==> src/rtl/alu_seq_pkg.sv <==
// alu_seq_pkg: shared states, opcodes and flag bit positions for the alu sequencer
package alu_seq_pkg;
  typedef enum logic [1:0] {IDLE, EXEC, MUL, DONE} state_t;
  localparam logic [3:0] OP_ADD = 4'b0000;
  localparam logic [3:0] OP_SUB = 4'b0001;
  localparam logic [3:0] OP_AND = 4'b0010;
  localparam logic [3:0] OP_OR  = 4'b0011;
  localparam logic [3:0] OP_XOR = 4'b0100;
  localparam logic [3:0] OP_NOT = 4'b0101;
  localparam logic [3:0] OP_CLR = 4'b0110;
  localparam logic [3:0] OP_MUL = 4'b1000;
  localparam int F_C = 3;
  localparam int F_V = 2;
  localparam int F_N = 1;
  localparam int F_Z = 0;
endpackage

==> src/rtl/alu_sequencer_if.sv <==
// alu_sequencer_if: command and response handshake bundle of the alu sequencer
interface alu_sequencer_if;
  logic        cmd_valid;
  logic        cmd_ready;
  logic [3:0]  cmd_op;
  logic [15:0] cmd_a;
  logic [15:0] cmd_b;
  logic        rsp_valid;
  logic        rsp_ready;
  logic [15:0] rsp_lo;
  logic [15:0] rsp_hi;
  logic [3:0]  rsp_flags;
  logic        rsp_err;
  modport master (output cmd_valid, cmd_op, cmd_a, cmd_b, rsp_ready,
                  input cmd_ready, rsp_valid, rsp_lo, rsp_hi, rsp_flags, rsp_err);
  modport slave (input cmd_valid, cmd_op, cmd_a, cmd_b, rsp_ready,
                 output cmd_ready, rsp_valid, rsp_lo, rsp_hi, rsp_flags, rsp_err);
endinterface

==> src/rtl/alu_sequencer_alu.sv <==
// alu: 16-bit combinational alu with {C,V,N,Z}; C,V,N only meaningful for ADD/SUB
module alu (
  input  logic [15:0] a,
  input  logic [15:0] b,
  input  logic [2:0]  op,
  output logic [15:0] s,
  output logic        c,
  output logic        v,
  output logic        n,
  output logic        z
);
  logic [16:0] sum, dif;
  logic        arith;
  assign sum = {1'b0, a} + {1'b0, b};
  assign dif = {1'b0, a} - {1'b0, b};
  always_comb begin
    s = op == 3'b000 ? sum[15:0] :
        op == 3'b001 ? dif[15:0] :
        op == 3'b010 ? a & b :
        op == 3'b011 ? a | b :
        op == 3'b100 ? a ^ b :
        op == 3'b101 ? ~a : '0;
    arith = op[2:1] == 2'b00;
    // dif[16] is the borrow, so SUB reports C=1 when a<b
    c = arith & (op[0] ? dif[16] : sum[16]);
    v = arith & (op[0] ? (a[15] ^ b[15]) & (s[15] ^ a[15]) : ~(a[15] ^ b[15]) & (s[15] ^ a[15]));
    n = arith & s[15];
    z = ~|s;
  end
endmodule

==> src/rtl/alu_sequencer.sv <==
// alu_sequencer: handshake front-end for the alu, adding a 16-cycle shift-add multiply
module alu_sequencer
  import alu_seq_pkg::*;
#(
  parameter bit MUL_EN = 1'b1
) (
  input  logic clk,
  input  logic rst_n,
  alu_sequencer_if.slave bus,
  output logic busy
);
  state_t      state, state_n;
  logic [3:0]  op_q, cnt, flags_q;
  logic [15:0] a_q, b_q, hi_q, lo_q, hi_n, lo_n;
  logic [15:0] alu_a, alu_b, s;
  logic [2:0]  alu_op;
  logic        err_q, illegal, is_mul, c, v, n, z;
  assign is_mul  = MUL_EN && bus.cmd_op == OP_MUL;
  assign illegal = op_q[3] && !(MUL_EN && op_q == OP_MUL);
  always_comb begin
    alu_a  = state == MUL ? hi_q : a_q;
    alu_b  = state == MUL ? (lo_q[0] ? a_q : '0) : b_q;
    alu_op = state == MUL ? OP_ADD[2:0] : op_q[2:0];
    hi_n   = {c, s[15:1]};
    lo_n   = {s[0], lo_q[15:1]};
  end
  alu u_alu (.a(alu_a), .b(alu_b), .op(alu_op), .s(s), .c(c), .v(v), .n(n), .z(z));
  always_ff @(posedge clk or negedge rst_n)
    if (!rst_n) state <= IDLE;
    else state <= state_n;
  always_comb begin
    state_n = state;
    case (state)
      IDLE: state_n = bus.cmd_valid ? (is_mul ? MUL : EXEC) : IDLE;
      EXEC: state_n = DONE;
      MUL:  state_n = cnt == 4'd15 ? DONE : MUL;
      DONE: state_n = bus.rsp_ready ? IDLE : DONE;
    endcase
  end
  always_ff @(posedge clk or negedge rst_n)
    if (!rst_n) begin
      op_q    <= '0;
      a_q     <= '0;
      b_q     <= '0;
      hi_q    <= '0;
      lo_q    <= '0;
      cnt     <= '0;
      flags_q <= '0;
      err_q   <= 1'b0;
    end else begin
      case (state)
        IDLE: if (bus.cmd_valid) begin
          op_q  <= bus.cmd_op;
          a_q   <= bus.cmd_a;
          b_q   <= bus.cmd_b;
          hi_q  <= '0;
          lo_q  <= bus.cmd_b;
          cnt   <= '0;
          err_q <= 1'b0;
        end
        EXEC: begin
          hi_q    <= '0;
          lo_q    <= illegal ? '0 : s;
          flags_q <= illegal ? '0 : {c, v, n, z};
          err_q   <= illegal;
        end
        MUL: begin
          hi_q <= hi_n;
          lo_q <= lo_n;
          cnt  <= cnt + 4'd1;
          if (cnt == 4'd15) flags_q <= {|hi_n, 2'b00, ~|{hi_n, lo_n}};
        end
        DONE: ;
      endcase
    end
  assign bus.cmd_ready = state == IDLE;
  assign bus.rsp_valid = state == DONE;
  assign bus.rsp_lo    = lo_q;
  assign bus.rsp_hi    = hi_q;
  assign bus.rsp_flags = flags_q;
  assign bus.rsp_err   = err_q;
  assign busy          = state != IDLE;
endmodule

==> src/flat_wrapper.sv <==
// flat-port wrapper written by rule: the top's interface ports become plain ports
module alu_sequencer_flat import alu_seq_pkg::*;
#(
  parameter bit MUL_EN = 1'b1
)
  (clk, rst_n, busy, bus_cmd_valid, bus_cmd_op, bus_cmd_a, bus_cmd_b, bus_rsp_ready, bus_cmd_ready, bus_rsp_valid, bus_rsp_lo, bus_rsp_hi, bus_rsp_flags, bus_rsp_err);
  alu_sequencer_if bus_i ();
  input  logic clk;
  input  logic rst_n;
  output logic busy;
  input wire logic [$bits(bus_i.cmd_valid)-1:0] bus_cmd_valid;
  input wire logic [$bits(bus_i.cmd_op)-1:0] bus_cmd_op;
  input wire logic [$bits(bus_i.cmd_a)-1:0] bus_cmd_a;
  input wire logic [$bits(bus_i.cmd_b)-1:0] bus_cmd_b;
  input wire logic [$bits(bus_i.rsp_ready)-1:0] bus_rsp_ready;
  output wire logic [$bits(bus_i.cmd_ready)-1:0] bus_cmd_ready;
  output wire logic [$bits(bus_i.rsp_valid)-1:0] bus_rsp_valid;
  output wire logic [$bits(bus_i.rsp_lo)-1:0] bus_rsp_lo;
  output wire logic [$bits(bus_i.rsp_hi)-1:0] bus_rsp_hi;
  output wire logic [$bits(bus_i.rsp_flags)-1:0] bus_rsp_flags;
  output wire logic [$bits(bus_i.rsp_err)-1:0] bus_rsp_err;
  assign bus_i.cmd_valid = bus_cmd_valid;
  assign bus_i.cmd_op = bus_cmd_op;
  assign bus_i.cmd_a = bus_cmd_a;
  assign bus_i.cmd_b = bus_cmd_b;
  assign bus_i.rsp_ready = bus_rsp_ready;
  assign bus_cmd_ready = bus_i.cmd_ready;
  assign bus_rsp_valid = bus_i.rsp_valid;
  assign bus_rsp_lo = bus_i.rsp_lo;
  assign bus_rsp_hi = bus_i.rsp_hi;
  assign bus_rsp_flags = bus_i.rsp_flags;
  assign bus_rsp_err = bus_i.rsp_err;
  alu_sequencer #(.MUL_EN(MUL_EN)) u_core (.clk(clk), .rst_n(rst_n), .bus(bus_i), .busy(busy));
endmodule
==> config.mk <==
export PLATFORM = sky130hd
export DESIGN_NAME = alu_sequencer_flat
export DESIGN_NICKNAME = d
export VERILOG_FILES = /design/src/rtl/alu_seq_pkg.sv /design/src/rtl/alu_sequencer_if.sv /design/src/rtl/alu_sequencer_alu.sv /design/src/rtl/alu_sequencer.sv /design/src/flat_wrapper.sv
export SDC_FILE = /design/constraint.sdc
export NUM_CORES = 1
export LEC_CHECK = 0
export ABC_AREA = 1
export ABC_CLOCK_PERIOD_IN_PS = 4500
export CAP_MARGIN = 30
export CORE_ASPECT_RATIO = 2
export CORE_UTILIZATION = 58
export DETAILED_ROUTE_END_ITERATION = 6
export MAX_ROUTING_LAYER = met4
export PLACE_DENSITY = 0.82
export REMOVE_ABC_BUFFERS = 1
export SYNTH_ARGS = -nofsm -noshare
export SYNTH_HDL_FRONTEND = slang
export SYNTH_SLANG_ARGS = --single-unit
==> constraint.sdc <==
create_clock -name clk -period 4.5 [get_ports clk]
set_clock_uncertainty 0.2 [all_clocks]
set_input_delay 0.9 -clock clk [delete_from_list [all_inputs] [get_ports clk]]
set_output_delay 0.9 -clock clk [all_outputs]
set_load 0.02 [all_outputs]
Yosys cells after proc, flatten, opt, wreduce, memory -nomap -nowiden

Cells that the tools add are included.

Bits of input ports: 40
Flip-flop bits (word level): 79
Word-level logic and storage cells: 86
Memory bits (read-only): 0
Memory bits (writable): 0
Output and inout port bits: 40
Latch bits: 0
Memories: 0

Bitwise logic cells: 12
Divide/modulo/power cells: 0
Mux-type cells: 29
Reduce and logical (&&, ||, !) cells: 20
Multipliers: 0
Equal/unequal tests: 13
Add/subtract/negate cells: 3
Shift operators: 0
Order comparisons: 0

Operator list:

| cell                                          | number |
|---|---|
| two-way mux 16 bit                            | 12 |
| one-hot mux 16 bit (3 select lines)           | 2 |
| OR reduction 16 bit                           | 2 |
| OR reduction 32 bit                           | 1 |
| adder 16 x 16 -> 17 bit                       | 1 |
| subtractor 16 x 16 -> 17 bit                  | 1 |
| AND 16 bit                                    | 1 |
| inverter 16 bit                               | 1 |
| OR 16 bit                                     | 1 |
| one-hot mux 4 bit (2 select lines)            | 2 |
| bitwise XOR 16 bit                            | 1 |
| == test 4 bit, second input constant          | 3 |
| two-way mux 4 bit                             | 3 |
| AND reduction 2 bit                           | 5 |
| one-hot mux 2 bit (4 select lines)            | 1 |
| nonzero test 2 bit                            | 4 |
| == test 3 x 2 -> 1 bit, second input constant | 2 |
| == test 3 bit, second input constant          | 2 |
| two-way mux 2 bit                             | 3 |
| AND 1 bit                                     | 5 |
| adder 4 x 1 -> 4 bit, second input constant   | 1 |
| == test 2 bit, second input constant          | 2 |
| logical NOT 2 bit                             | 2 |
| two-way mux 1 bit                             | 4 |
| other kinds (11)                              | 15 |

Depth between registers and ports, before layout

Gate-level depths: netlist of run 1.

Depth in word-level cells: 15
Mapped depth: 27
Gate-level depth less buffers: 24

Cells and area by module

From an unflattened synthesis of run 1, not the netlist that was laid out.

Cells, all modules: 1098
Area total of the unflattened synthesis: 7013.0 µm²

By module, submodules not included:

| module        | area an instance (µm²) | sequential area each (µm²) | cells an instance | times used |
|---|---|---|---|---|
| alu_sequencer | 4095.2                 | 1976.9                     | 541               | 1 |
| alu           | 2917.8                 | 0.0                        | 557               | 1 |

Worst setup path after synthesis of run 1

No wires, ideal clock.

Path type: flip-flop to flip-flop
Start: register u_core.state[0]
End: register u_core.flags_q[0], in the netlist u_core.bus.rsp_flags[0]
Cell stages (with the launch flop): 26
Buffers on the path: 3
Clock period less this slack: 3.536 ns
Path slack: 0.964 ns
Setup time: 0.065 ns
Arrival: 3.271 ns
Data required time: 4.235 ns
Cell sequence: dfrtp_1 > inv_1 > ha_1 > buf_4 > inv_4 > buf_4 > clkbuf_1 > a22oi_1 > ha_1 > inv_1 > ha_1 > o21ai_0 > nand2_1 > nand2_1 > nand3_2 > nand2_1 > nand2_1 > nand2_1 > nand3b_1 > nand3_1 > nand3_2 > nor2_1 > nand3_1 > nor2_1 > nand4_1 > nand2_1

Word-level cells in the longest chain between the ends: 13
Elaborated cells on any way between the ends: 36
Those cells by class: add/sub: 2; eq/ne: 8; mux: 13; bitwise: 5; reduce/logical: 8

RTL lines:

| element                                                          | line                | text |
|---|---|---|
| start, declared                                                  | alu_sequencer.sv:12 | `state_t state, state_n;` |
| start signal, assigned                                           | alu_sequencer.sv:30 | `else state <= state_n;` |
| branches (longest 13 deep; another with adder 16 x 16 -> 17 bit) | --                  |  |
| end signal, assigned                                             | alu_sequencer.sv:64 | `flags_q <= illegal ? '0 : {c, v, n, z};` |
| end signal, assigned                                             | alu_sequencer.sv:71 | `if (cnt == 4'd15) flags_q <= {\|hi_n, 2'b00, ~\|{hi_n, lo_n}};` |
| end, declared                                                    | alu_sequencer.sv:13 | `logic [3:0] op_q, cnt, flags_q;` |

Several ways; the timed one is not identified. The select of a mux whose other input is x is not followed.
A chain may end at the register's enable or synchronous reset.

Final worst setup path of run 1

Ends and elaborated chain as after synthesis.

==> flow_summary_export.csv, run 1 <==
group,metric,value,unit
status,status,"complete, no violations",
job,maxCapViolCount,0,
logic_synthesis,yosysUniqueCellTypes,44,
place,dp_hpwl,18000,um
setup_path,cp_slowest_cell,"dfrtp_1",
sta,layout_min_cycle_time,3.92,ns
setup_path,required,4.58,ns
drt,drtIter0Drc,473,
cts,path_clk_slew,0.06,ns
setup_path,cp-end-kind,"register",
logic_synthesis,yosysSeqAreaShare,29.1,%
cts,htree_levels,3,
cts,clockBufferDepth,2,
floorplanning,ioPinCount,80,
drt,drcViolationCount,0,
setup_path,worstSetupStartpointType,"register",
cells_and_area,area_delta_synth_final,17.8,%
cells_and_area,final_common_cell,"nand2_1",
cts,clk_latency,0.34,ns
grt,grt_pass1_wl,36500,um
grt,track_usage,40.6,%
drt,vias,7470,
cells_and_area,layout.nets,1187,
grt,grt_pass1_vias,7208,
logic_synthesis,ys_ff_latch,79,
sta,fmax,255,MHz
place,io_buffers,79,
setup_path,arrival,4.00,ns
drt,drt-pass1-iter-count,6,
drt,met1Wirelength,8200,um
setup_path,cpMostUsedCell,"inv_1",
cts,ctsHoldBuffers,0,
cells_and_area,final_cells,1255,
drt,highest_layer,"met4",
logic_synthesis,avgSynthCellArea,6.55,sq um
sta,slew_viol_final,0,
setup_path,ff2ff_path_depth,20,
floorplanning,die_h,155,um
cts,root_buffer,"clkbuf_16",
sta,maxSlewHeadroom,48.7,%
setup_path,r2r-end,"u_core.bus.rsp_flags[0]",
grt,grt_overflow,0,
setup_path,crit_path_max_incr_delay,0.40,ns
drt,wl_met3,1400,um
drt,wl_met2,11900,um
worst_hold_path,hold_class,"input port to async pin",
drt,routed_wirelength,23200,um
grt,antenna_found_initial,1,
drt,vias_per_cell,5.95,
sta,worstMarginPinSlew,0.769,ns
cells_and_area,drive_gt1_share,7.64,%
floorplanning,start_util,59.9,%
sta,hold_viol,0,
setup_path,regToRegStartpoint,"u_core.state[0]",
cts,cts_inserted_buffers,9,
floorplanning,die_area,0.0122,sq mm
setup_path,path_cells,"inv_1 -> ha_1 -> buf_4 -> o21a_1 -> inv_1 -> ha_1 -> inv_1 -> o21ai_0 -> a21oi_1 -> nand3_1 -> xor2_1 -> inv_1 -> nor2_1 -> nor2_2 -> nand2_1 -> nor2_1 -> nand3_1 -> nor2_1 -> nand4_1 -> nand2_1",
cts,cts.sinks,79,
sta,finalCritPeriodShare,87.2,%
setup_path,crit_type,"register to register",
sta,rsz0062_at_grt,"no",
cts,cts-resized-gates,0,
cells_and_area,mostFrequentLayoutCells,"nand2_1 (286), inv_1 (154), nor2_1 (94)",
floorplanning,rows,55,
cts,cts_setup_buffers,0,
setup_path,path_max_fanout,14,
floorplanning,coreArea,0.0114,sq mm
drt,routedWlPerCell,18.5,um
cts,cts_tree,"built",
logic_synthesis,synthCells,1038,
logic_synthesis,synth-warning-count,0,
sta,setup-violations-final,0,
logic_synthesis,synth_area,0.00680,sq mm
sta,setup_tns,0,ns
place,gp_congestion,1.04,
drt,ant_nets,0,
grt,grt_max_degree,80,
sta,holdWs,0.262,ns
setup_path,r2r_slack,0.58,ns
place,place_inst,1237,
floorplanning,die_x,78.6,um
metrics by stage:
step / cell area [sq um] / setup slack [ns] / utilization, %
after floorplan: 6620 / 0.644 / -
after global placement: 7670 / 0.738 / 67.6
after detailed placement: 7670 / 0.674 / 67.6
after CTS: 7980 / 0.644 / 70.3
after global routing: 8010 / 0.206 / 70.6
final: 8010 / 0.576 / 70.6
synthesized netlist by cell type, drive strengths merged:
cell type	n	area share [%]
nand2	311	18
inv	162	9.0
nor2	101	5.9
o21ai	83	6.5
dfrtp	79	29
nand3	72	5.9
a21oi	45	3.3
ha	39	7.2
clkbuf	20	1.1
buf	14	1.6
nand4	13	1.2
o21a	13	1.4
o211ai	12	1.3
o22ai	12	1.1
nor3	8	0.59
xor2	8	1.0
nand3b	6	0.66
o221ai	6	0.77
o31ai	6	0.66
a211oi	5	0.55
a22oi	4	0.44
nor4	4	0.37
o21bai	4	0.44
a221oi	2	0.26
a22o	2	0.26
a31oi	2	0.18
a32o	1	0.15
and2	1	0.092
fa	1	0.29
o32ai	1	0.13
or2	1	0.092
area by class of cell:
type	instances	area (sq um)
Antenna cell	1	2.50
Clock buffer	11	253
Clock inverter	5	56.3
Fill cell	1022	3340
Inverter	162	613
Multi-Input combinational cell	763	4030
Sequential cell	79	1980
Tap cell	142	178
Timing Repair Buffer	92	906
worst max-delay path: cells and delay by family, from the launching register on:
family                     cells  cell delay, ns
buffers and inverters          5            0.74
xor gates and xnor gates       1            0.21
and+or+nand+nor                9            1.05
adders and majority gates      2            0.71
AOI/OAI and AO/OA              3            0.53
DFF                            1            0.40
per-layer routing:
layer  vias up  track usage (%)
li1       3499                -
met2       390             70.2
met1      3461             42.9
met4         0             27.6
met3       120             3.81
met5         -                -
cells by family (layout without fill, tap and decap cells):
| kind of cell | Yosys count | after routing | synth area share [%] |
|---|---|---|---|
| simple gates | 517 | 517 | 33.2 |
| buf+inv | 196 | 270 | 11.7 |
| flops | 79 | 79 | 29.1 |
| other cells | 0 | 1 | 0 |
| compound gates | 198 | 198 | 17.5 |
| xor+xnor | 8 | 8 | 1.03 |
| fa+ha+maj | 40 | 40 | 7.47 |
sequential cells by signal, summed over array words and instances, names as in the netlist:
name	flops
u_core.bus.rsp_flags	4
u_core.a_q	16
u_core.op_q	4
u_core.b_q	16
u_core.state	2
u_core.bus.rsp_hi	16
u_core.bus.rsp_err	1
u_core.bus.rsp_lo	16
u_core.cnt	4
worst max-delay path by stage:
| stage | startpoint | slack (ns) | to |
|---|---|---|---|
| 2_1_floorplan | u_core.state[0] | 0.64 | u_core.bus.rsp_flags[3] |
| 3_3_place_gp | u_core.state[0] | 0.74 | u_core.bus.rsp_flags[3] |
| 3_5_place_dp | u_core.state[0] | 0.67 | u_core.bus.rsp_flags[3] |
| 4_1_cts | u_core.state[0] | 0.64 | u_core.bus.rsp_flags[3] |
| 5_1_grt | u_core.state[0] | 0.21 | u_core.bus.rsp_flags[0] |
| 6_report | u_core.state[0] | 0.58 | u_core.bus.rsp_flags[0] |
Power of run 1 is left out: the tool's default activity adds up to more than one toggle a clock period on the data nets, which glitch-free logic cannot reach.
==> run 2, diff against run 1 <==
- CORE_UTILIZATION: 58 -> 60
- DONT_BUFFER_PORTS: not set -> 1
- PLACE_DENSITY: 0.82 -> 0.76
==> flow_summary_export.csv, run 2 (synthesis gave the netlist of run 1 again) <==
group,metric,value,unit
status,status,"complete, but fails checks",
status,violations,"DRC",
setup_path,path_depth,19,
floorplanning,rows,54,
sta,layout_min_cycle_time,4.06,ns
drt,vias,6953,
floorplanning,die_area,0.0118,sq mm
cells_and_area,mostFrequentLayoutCells,"nand2_1 (286), inv_1 (154), nor2_1 (94)",
sta,rsz0062_at_grt,"no",
setup_path,path_cells,"inv_1 -> ha_1 -> nand2_2 -> o21ai_2 -> inv_1 -> nor2_1 -> inv_1 -> fa_1 -> nand3b_1 -> nand2_1 -> nand4_1 -> nand3_1 -> xor2_1 -> nand2_1 -> nand3_2 -> inv_1 -> o21ai_0 -> o211ai_1 -> nand2_1",
cts,cts.sinks,79,
grt,track_usage,39.6,%
cells_and_area,drive_gt1_share,7.95,%
floorplanning,die_h,153,um
cts,root_buffer,"clkbuf_16",
setup_path,cp_slowest_cell,"fa_1",
cts,cts_tree,"built",
place,dp_hpwl,17200,um
setup_path,worstSetupStartpointType,"register",
setup_path,ff2ff_path_depth,19,
drt,routedWlPerCell,18.7,um
cells_and_area,antenna-diode-count,0,
cells_and_area,final_common_cell,"nand2_1",
setup_path,cp-end-kind,"register",
setup_path,arrival,4.14,ns
setup_path,path_max_fanout,10,
grt,grt_max_degree,80,
drt,ant_nets,0,
cts,ctsHoldBuffers,0,
cts,clockBufferDepth,2,
floorplanning,start_util,62.1,%
floorplanning,die_x,77.3,um
setup_path,crit_family,"simple AND/OR/NAND/NOR gates",
cts,clk_latency,0.34,ns
sta,hold_viol,0,
worst_hold_path,hold_class,"input port to async pin",
cells_and_area,layout.area.seq,0.00198,sq mm
sta,worstMarginPinSlew,0.688,ns
setup_path,required,4.58,ns
drt,drt-pass1-iter-count,7,
cells_and_area,area_delta_synth_final,5.08,%
setup_path,cp_num_buf_inv,4,
place,io_buffers,0,
drt,vias_per_cell,5.94,
drt,drcViolationCount,8,
drt,routed_wirelength,21900,um
grt,grt_pass1_vias,6863,
cells_and_area,layout.nets,1107,
setup_path,cpMostUsedCell,"inv_1",
floorplanning,ioPinCount,80,
cts,path_clk_slew,0.06,ns
sta,fmax,246,MHz
cts,cts-resized-gates,0,
cts,cts_inserted_buffers,9,
place,gp_congestion,1.01,
sta,setup-violations-final,0,
sta,setup_tns,0,ns
setup_path,crit_path_max_incr_delay,0.45,ns
grt,grt_pass1_wl,34800,um
cts,cts_setup_buffers,0,
setup_path,crit_type,"register to register",
sta,maxSlewHeadroom,54.2,%
cells_and_area,multi_input_area,0.00403,sq mm
floorplanning,coreArea,0.0109,sq mm
grt,antenna_found_initial,0,
drt,drtIter0Drc,582,
grt,grt_overflow,0,
job,maxCapViolCount,0,
cells_and_area,nFillCells,1037,
cts,htree_levels,3,
sta,slew_viol_final,0,
sta,finalCritPeriodShare,90.2,%
[run 2: changes by cell type in the layout (fill, tap and decap cells not counted), sizes merged]
cell / before / now
clkbuf: 11 / 9
diode: 1 / 0
buf: 14 / 12
bufinv: 1 / 0
clkinvlp: 1 / 2
clkinv: 3 / 4
clkdlybuf4s50: 78 / 0
[run 2: path summary, 6_finish.rpt]
path,start,endpoint,slack (ns)
min reg2reg,u_core.b_q[9],u_core.b_q[9],0.30
max,u_core.state[0],u_core.bus.rsp_lo[12],0.44
min,rst_n,u_core.a_q[4],0.05
max reg2reg,u_core.state[0],u_core.bus.rsp_lo[12],0.44
min in group clk,u_core.b_q[9],u_core.b_q[9],0.30
max in group asynchronous,rst_n,u_core.b_q[13],3.88
[run 2: area by class of cell]
| cell class | count | area share, % |
|---|---|---|
| clock inverters | 6 | 0.543 |
| repair buffers | 12 | 1.26 |
| flip-flops and latches | 79 | 27.7 |
| clock buffers | 9 | 3.15 |
| well taps | 140 | 2.45 |
| multi-input cells | 763 | 56.4 |
| inverters | 162 | 8.58 |
[run 2: metal layers]
metal | track usage, % | part of all wire [%] | vias up
met5 | - | 0 | -
met4 | 28.9 | 7.7 | 0
li1 | - | - | 3338
met2 | 66.4 | 51 | 328
met1 | 41.7 | 36 | 3190
met3 | 5.27 | 6.2 | 97
[run 2: worst register-to-register path, cell delays in order (launching register included)]
cell and delay [ns]:
dfrtp_1 0.40, inv_1 0.11, ha_1 0.44, nand2_2 0.24
o21ai_2 0.26, inv_1 0.09, nor2_1 0.17, inv_1 0.11
fa_1 0.45, nand3b_1 0.17, nand2_1 0.15, nand4_1 0.14
nand3_1 0.17, xor2_1 0.16, nand2_1 0.08, nand3_2 0.14
inv_1 0.07, o21ai_0 0.22, o211ai_1 0.14, nand2_1 0.09
[run 2: stage by stage]
stage / util, % / worst slack [ns] / cells / hold WS (ns) / area, sq um
finish: 65.3 / 0.440 / 1171 / 0.0473 / 7150
global route: 65.3 / 0.0378 / 1171 / 0.0431 / 7150
CTS: 65.3 / 0.501 / 1171 / 0.0464 / 7150
detailed placement: 62.9 / 0.549 / 1156 / 0.273 / 6880
global placement: 62.9 / 0.637 / 1156 / 0.265 / 6880
floorplan: - / 0.644 / 1004 / 0.249 / 6620
Power of run 2 is left out for the same reason.
==> run 3, diff against run 2 <==
--- a/config.mk
+++ b/config.mk
@@ -12,2 +12,3 @@
 export CORE_UTILIZATION = 60
+export CTS_CLUSTER_DIAMETER = 150
 export DETAILED_ROUTE_END_ITERATION = 6
--- a/constraint.sdc
+++ b/constraint.sdc
@@ -4,2 +4,2 @@
 set_output_delay 0.9 -clock clk [all_outputs]
-set_load 0.02 [all_outputs]
+set_load 0.005 [all_outputs]
==> flow_summary_export.csv, run 3 (synthesis gave the netlist of run 1 again) <==
group,metric,value,unit
cts,cts_inserted_buffers,9,
cells_and_area,drive_gt1_share,8.13,%
cts,path_clk_slew,0.06,ns
sta,layout_min_cycle_time,3.89,ns
drt,drt-pass1-iter-count,7,
floorplanning,die_area,0.0118,sq mm
status,status,"complete, but fails checks",
drt,drcViolationCount,1,
cts,cts-resized-gates,0,
floorplanning,ioPinCount,80,
cells_and_area,mostFrequentLayoutCells,"nand2_1 (286), inv_1 (154), nor2_1 (94)",
setup_path,path_max_fanout,15,
cts,cts_setup_buffers,0,
setup_path,worstSetupStartpointType,"register",
sta,worstMarginPinSlew,0.676,ns
drt,ant_nets,0,
drt,drtIter0Drc,492,
place,gp_congestion,1.03,
cells_and_area,final_common_cell,"nand2_1",
place,io_buffers,0,
sta,slew_viol_final,0,
grt,antenna_found_initial,0,
cells_and_area,layout.nets,1108,
sta,setup_tns,0,ns
worst_hold_path,hold_class,"input port to async pin",
drt,routed_wirelength,21700,um
sta,fmax,257,MHz
grt,track_usage,39.4,%
grt,grt_pass1_wl,35000,um
floorplanning,die_x,77.3,um
cts,clockBufferDepth,2,
cts,clk_latency,0.34,ns
setup_path,cp-end-kind,"register",
floorplanning,start_util,62.1,%
sta,finalCritPeriodShare,86.4,%
floorplanning,die_h,153,um
drt,routedWlPerCell,18.5,um
cells_and_area,antenna-diode-count,0,
grt,grt_pass1_vias,6896,
cells_and_area,area_delta_synth_final,6.05,%
sta,hold_viol,0,
sta,rsz0062_at_grt,"no",
cts,htree_levels,3,
grt,grt_max_degree,80,
job,maxCapViolCount,0,
cts,root_buffer,"clkbuf_16",
status,violations,"DRC",
grt,grt_overflow,0,
setup_path,crit_type,"register to register",
cts,cts_tree,"built",
setup_path,required,4.53,ns
sta,setup-violations-final,0,
drt,vias,6952,
place,dp_hpwl,17100,um
setup_path,arrival,3.92,ns
sta,maxSlewHeadroom,54.9,%
floorplanning,coreArea,0.0109,sq mm
cells_and_area,nFillCells,1105,
cts,cts.sinks,79,
cts,ctsHoldBuffers,0,
floorplanning,rows,54,
drt,vias_per_cell,5.93,
run 3: changes by cell type in the layout (fill, tap and decap cells not counted):
cell	previous run	this run
clkbuf_8	0	1
bufinv_16	0	2
clkinvlp_4	2	0
buf_4	12	13
run 3: per-layer routing:
| layer | part of all wire, % | track usage, % | up-vias |
|---|---|---|---|
| li1 | - | - | 3346 |
| met1 | 36 | 41.8 | 3212 |
| met2 | 52 | 68.1 | 304 |
| met3 | 5.6 | 5.15 | 90 |
| met4 | 6.5 | 24.2 | 0 |
| met5 | 0 | - | - |
run 3: cell type report:
class	instances	area, sq um	share of cell area [%]
clock inverter	6	83.8	1.16
clock buffer	10	239	3.31
multi-input combinational	763	4030	55.8
inverter	162	613	8.50
sequential	79	1980	27.4
tap	140	175	2.43
timing repair buffer	13	97.6	1.35
run 3: stage by stage:
| stage | setup WS [ns] | instance area [sq um] | util (%) | hold slack (ns) | instances |
|---|---|---|---|---|---|
| detailed placement | 0.651 | 6890 | 63.0 | 0.268 | 1157 |
| CTS | 0.653 | 7210 | 65.9 | 0.0475 | 1173 |
| floorplan | 0.644 | 6620 | - | 0.249 | 1004 |
| global route | 0.231 | 7210 | 65.9 | 0.0450 | 1173 |
| global placement | 0.707 | 6890 | 63.0 | 0.266 | 1157 |
| finish | 0.611 | 7210 | 65.9 | 0.0502 | 1173 |
run 3: critical path, cell delays in order (launching register included):
cell and delay [ns]:
dfrtp_1 0.40, inv_1 0.11, ha_1 0.32, buf_4 0.28
o21a_1 0.24, inv_1 0.06, ha_1 0.32, inv_1 0.05
ha_1 0.19, o21ai_0 0.22, nand2_1 0.11, nand2_1 0.09
nand3_2 0.11, nand3_1 0.12, nand2_1 0.12, nand2_1 0.10
nand3_1 0.07, nand3_1 0.18, nand3_2 0.14, nor2_1 0.14
nand4_1 0.08, nand2_1 0.06, a21oi_1 0.06
run 3: final timing paths:
kind	slack, ns	end	start	depth (start not counted)
min reg2reg	0.28	u_core.b_q[6]	u_core.b_q[6]	2
min	0.05	u_core.b_q[3]	rst_n	0
min in group clk	0.28	u_core.b_q[6]	u_core.b_q[6]	2
max	0.61	u_core.bus.rsp_flags[3]	u_core.state[0]	22
max reg2reg	0.61	u_core.bus.rsp_flags[3]	u_core.state[0]	22
max in group asynchronous	3.88	u_core.b_q[8]	rst_n	0
Power of run 3 is left out for the same reason.
